### config.mk
export PLATFORM = sky130hd
export DESIGN_NAME = rgb_to_ycbcr_planar
export DESIGN_NICKNAME = d
export VERILOG_FILES = /design/src/rtl/rgb_to_ycbcr_planar.sv
export SDC_FILE = /design/constraint.sdc
export NUM_CORES = 2
export LEC_CHECK = 0
export BUFFER_PORTS_ARGS = -buffer_cell sky130_fd_sc_hd__buf_2
export CAP_MARGIN = 20
export CORE_ASPECT_RATIO = 0.5
export CORE_MARGIN = 5
export CORE_UTILIZATION = 45
export DETAILED_ROUTE_END_ITERATION = 6
export SYNTH_ARGS = -nofsm -noshare
export SYNTH_HDL_FRONTEND = slang
export SYNTH_SLANG_ARGS = --single-unit
export TNS_END_PERCENT = 30
### constraint.sdc
create_clock -name aclk -period 23.8 [get_ports aclk]
set_clock_uncertainty 0.1 [all_clocks]
set_input_delay 1.19 -clock aclk [delete_from_list [all_inputs] [get_ports aclk]]
set_output_delay 1.19 -clock aclk [all_outputs]
set_load 0.01 [all_outputs]
### src/rtl/rgb_to_ycbcr_planar.sv
// RGB -> planar YCbCr front end: streams Y per pixel, buffers Cb/Cr and drains them after the luma plane.
// Optional tlast framing check enabled by defining CSC_TLAST_CHECK_EN.
module rgb_to_ycbcr_planar #(
  parameter int PIXELS = 256
) (
  input  logic        aclk,
  input  logic        aresetn,
  input  logic [23:0] s_axis_tdata,
  input  logic        s_axis_tvalid,
  output logic        s_axis_tready,
  input  logic        s_axis_tlast,
  output logic [7:0]  m_axis_tdata,
  output logic        m_axis_tvalid,
  input  logic        m_axis_tready,
  output logic        m_axis_tlast,
  output logic        frame_err
);

  localparam int AW = (PIXELS > 1) ? $clog2(PIXELS) : 1;
  localparam logic [AW-1:0] LAST_IDX = AW'(PIXELS - 1);

  typedef enum logic [1:0] {LUMA, CB, CR} state_t;

  state_t        state, state_nxt;
  logic [AW-1:0] pix_cnt, rd_cnt;
  logic [7:0]    cb_buf [PIXELS];
  logic [7:0]    cr_buf [PIXELS];
  logic          load, accept;

  logic signed [17:0] r_s, g_s, b_s;
  logic signed [17:0] y_sum, cb_sum, cr_sum;
  logic [7:0]         y_val, cb_val, cr_val;

  function automatic logic [7:0] clamp8(input logic signed [17:0] v);
    if (v < 18'sd0)
      clamp8 = 8'd0;
    else if (v > 18'sd255)
      clamp8 = 8'd255;
    else
      clamp8 = v[7:0];
  endfunction

  assign r_s = $signed({10'd0, s_axis_tdata[23:16]});
  assign g_s = $signed({10'd0, s_axis_tdata[15:8]});
  assign b_s = $signed({10'd0, s_axis_tdata[7:0]});

  assign y_sum  = (18'sd77 * r_s + 18'sd150 * g_s + 18'sd29 * b_s + 18'sd128) >>> 8;
  assign cb_sum = ((-18'sd43 * r_s - 18'sd85 * g_s + 18'sd128 * b_s + 18'sd128) >>> 8) + 18'sd128;
  assign cr_sum = ((18'sd128 * r_s - 18'sd107 * g_s - 18'sd21 * b_s + 18'sd128) >>> 8) + 18'sd128;

  assign y_val  = clamp8(y_sum);
  assign cb_val = clamp8(cb_sum);
  assign cr_val = clamp8(cr_sum);

  always_ff @(posedge aclk) begin
    if (!aresetn)
      state <= LUMA;
    else
      state <= state_nxt;
  end

  // Input is only taken while the output register can accept the matching Y byte.
  always_comb begin
    state_nxt     = state;
    load          = !m_axis_tvalid || m_axis_tready;
    s_axis_tready = 1'b0;
    accept        = 1'b0;
    case (state)
      LUMA: begin
        s_axis_tready = load && aresetn;
        accept        = s_axis_tvalid && load && aresetn;
        if (accept && pix_cnt == LAST_IDX)
          state_nxt = CB;
      end
      CB: begin
        if (load && rd_cnt == LAST_IDX)
          state_nxt = CR;
      end
      CR: begin
        if (load && rd_cnt == LAST_IDX)
          state_nxt = LUMA;
      end
      default: state_nxt = LUMA;
    endcase
  end

  always_ff @(posedge aclk) begin
    if (!aresetn) begin
      m_axis_tvalid <= 1'b0;
      m_axis_tdata  <= 8'd0;
      m_axis_tlast  <= 1'b0;
      pix_cnt       <= '0;
      rd_cnt        <= '0;
    end else begin
      case (state)
        LUMA: begin
          if (load) begin
            m_axis_tvalid <= accept;
            if (accept) begin
              m_axis_tdata <= y_val;
              m_axis_tlast <= 1'b0;
            end
          end
          if (accept) begin
            if (pix_cnt == LAST_IDX) begin
              pix_cnt <= '0;
              rd_cnt  <= '0;
            end else begin
              pix_cnt <= pix_cnt + 1'b1;
            end
          end
        end
        CB: begin
          if (load) begin
            m_axis_tvalid <= 1'b1;
            m_axis_tdata  <= cb_buf[rd_cnt];
            m_axis_tlast  <= 1'b0;
            rd_cnt        <= (rd_cnt == LAST_IDX) ? '0 : rd_cnt + 1'b1;
          end
        end
        CR: begin
          if (load) begin
            m_axis_tvalid <= 1'b1;
            m_axis_tdata  <= cr_buf[rd_cnt];
            m_axis_tlast  <= (rd_cnt == LAST_IDX);
            if (rd_cnt == LAST_IDX) begin
              rd_cnt  <= '0;
              pix_cnt <= '0;
            end else begin
              rd_cnt <= rd_cnt + 1'b1;
            end
          end
        end
        default: ;
      endcase
    end
  end

  // Chroma storage needs no reset: every entry is rewritten before it is drained.
  always_ff @(posedge aclk) begin
    if (accept) begin
      cb_buf[pix_cnt] <= cb_val;
      cr_buf[pix_cnt] <= cr_val;
    end
  end

`ifdef CSC_TLAST_CHECK_EN
  always_ff @(posedge aclk) begin
    if (!aresetn)
      frame_err <= 1'b0;
    else if (accept && (s_axis_tlast != (pix_cnt == LAST_IDX)))
      frame_err <= 1'b1;
  end
`else
  logic unused_tlast;
  assign unused_tlast = s_axis_tlast;
  assign frame_err    = 1'b0;
`endif

endmodule

==> run metrics <==
top-area cell type share of the netlist area=73.5%; CP peak stage delay=0.79 ns; DP HPWL=291000 µm; port bufs=38; Post-synth EDFFs=4096; Die Width=873 µm; max_cap viols=0; Worst Hold Class=reg2reg; crit path capture type=flip-flop; Worst Tran Pin Value=1.50 ns; leading area contributor after synthesis=edfxtp_1; Core Area=371000 µm²; period utilization=47.7%; fin. max-slew vios=0; failing checks=DRC; cell count after synthesis=8162; critical path's top delay family=adder cells; largest net degree at the start of global routing=189; Buffers & Inverters on Critical Path=7; Filler cells=29300; startpoint types=input port; R2R Path End=m_axis_tdata[4]; layout cells sized above 1=24.8%; main area contributors after synthesis=edfxtp_1 (73%), mux4_2 (13%), ha_1 (2.1%); R2R depth=12; Peak Freq=88.0 MHz; number of global-route vias before repair=83400; first-pass GRT wire length=661000 µm; final setup vio count=0; level count of the clock H-tree=5; Clock Latency Late Sink=0.97 ns; top_reg_cell synth=edfxtp_1; setup bufs post-CTS=0; Longest Clk Path Bufs=4; critical path required time=24.24 ns; Final ANT Viol Nets=0; routed wire length=471000 µm; die area=385000 µm²; Mapped Area=167000 µm²; Iter 0 DRT Violations=10700; crit path max-delay cell type=buf_4; top-count cell post-synth=edfxtp_1; clk sinks=4132; Area growth syn-to-layout=12.3%; Die Y=441 µm; Vias/cell=6.22; Syn Nets=8585; RSZ-0062 raised after global routing=no; Syn Area/Cell=20.5 µm²; number of distinct library cells after synthesis=78; maximum fanout along the worst path=94; Synth async-reset ratio=0%; via count=86200; Congestion Overflow GR=0; critical path type=in2reg; initial antenna violation count=24; #FFs+latches synth=4132; DRC Markers=7; Synth Warn #=0; Tmin final=11.36 ns; Pre-antenna DRT Iters=7; Post-synth top cells=edfxtp_1 (4096), mux4_2 (968), nor2_1 (347), inv_1 (282), ha_1 (281); wire per inst=34.0 µm; IO Count=41; worst hold slack=0.427 ns; Initial Util=45.2%; clock transition at the registers of the reported paths=0.07 ns; hold buffer count at CTS=0; Hold Path End=pix_cnt[5]; relative slew slack=0.180%; Routability Congestion=0.918; CTS Root Cell=clkbuf_16; CP Data Arrival Time=11.80 ns; TritonCTS Buffers=373; flop2flop setup slack=16.36 ns; final count of hold timing violations=0; status=complete, but fails checks; Rows=158; Tot GR Track Use=24.2%; Hold Path Origin=pix_cnt[5]; WHS Path Cells=2; sequential area share after synthesis=73.9%; Most common cell on crit path=ha_1; Resized cells post-CTS=0; TritonCTS clock tree=done; NumNets Final=9020; Fin Setup TNS=0 ns
worst reg2reg max path, stage by stage, from the launching register on:
cell and delay, ns:
dfxtp_4 0.89, buf_4 0.71, buf_4 0.74, buf_4 0.72, mux2_2 0.41, o21ai_0 0.23, a211oi_1 0.19, a221oi_1 0.82
a311oi_1 0.27, buf_4 0.24, or4_1 0.81, a2111oi_2 1.01, o211ai_1 0.15
how the worst max path moves through the flow:
| stage | start | end | slack [ns] | cells after the start |
|---|---|---|---|---|
| after floorplan | s_axis_tdata[9] | cb_buf[0][0] | 7.06 | 31 |
| after global placement | s_axis_tdata[11] | cb_buf[32][2] | 11.61 | 34 |
| after detailed placement | s_axis_tdata[11] | cb_buf[32][2] | 11.43 | 34 |
| after CTS | s_axis_tdata[11] | cb_buf[45][2] | 12.37 | 34 |
| after global routing | s_axis_tdata[11] | cb_buf[26][7] | 11.80 | 34 |
| final | s_axis_tdata[11] | cb_buf[44][2] | 12.44 | 35 |
final cells by class:
| class | count | area [µm²] | share of cell area [%] |
|---|---|---|---|
| multi-input cells | 3335 | 41100 | 21.9 |
| well taps | 4960 | 6210 | 3.30 |
| inverters | 284 | 1070 | 0.567 |
| clock inverters | 209 | 2000 | 1.06 |
| clock buffers | 456 | 9720 | 5.17 |
| diodes | 17 | 42.5 | 0.0226 |
| repair buffers | 471 | 4130 | 2.20 |
| flip-flops and latches | 4132 | 124000 | 65.8 |
flip-flops by register name (all words and copies together), names as in the netlist, named ones only:
register / count
cb_buf: 2048
cr_buf: 2048
m_axis_tdata: 8
m_axis_tlast: 1
m_axis_tvalid: 1
pix_cnt: 8
rd_cnt: 8
state: 2
per-layer routing:
layer  part of all wire (%)  GRT usage (%)
met4                    3.1           6.82
met2                     45           36.1
met1                     42           35.7
met5                 0.0051              0
met3                     10           6.04
cell usage in the layout, fill, tap and decap left out, types with 22 or more instances in the layout:
cell	n
a211oi_1	22
a21oi_1	98
a221oi_1	73
a22o_1	79
a22oi_1	191
a31oi_1	39
buf_12	22
buf_2	38
buf_4	370
buf_8	28
bufinv_16	32
clkbuf_1	79
clkbuf_16	376
clkinv_1	79
clkinv_2	64
dfxtp_1	29
edfxtp_1	4096
fa_1	113
ha_1	281
inv_1	282
mux2_2	22
mux2i_1	227
mux4_2	968
nand2_1	155
nand2b_1	24
nand3_1	92
nand4_1	24
nor2_1	174
nor2_2	169
nor2b_1	31
nor3_1	43
o21ai_0	89
o22ai_1	72
xnor2_1	43
xor2_1	29
cell families (layout without fill, tap and decap cells):
kind of cell | after synthesis | after routing | share of synthesized area (%)
AO/OA/AOI/OAI | 840 | 840 | 3.57
XOR/XNOR | 72 | 72 | 0.377
adder cells (fa/ha/maj) | 394 | 394 | 3.45
buffers and inverters | 695 | 1420 | 2.01
flip-flops | 4132 | 4132 | 73.9
multiplexers | 1217 | 1217 | 14.5
other | 1 | 18 | 0.00224
AND/OR/NAND/NOR | 811 | 811 | 2.19
per-stage QoR:
stage	setup WS (ns)	cells	instance area [µm²]	util (%)
after floorplan	7.06	8162	167000	-
after global placement	11.61	13100	176000	47.3
after detailed placement	11.43	13200	176000	47.5
after CTS	12.37	13800	188000	50.6
after global routing	11.80	13800	188000	50.7
final	12.44	13900	188000	50.7
Power is not shown: default switching activity piles up to over one toggle a cycle in this logic, so the estimate is an artifact.
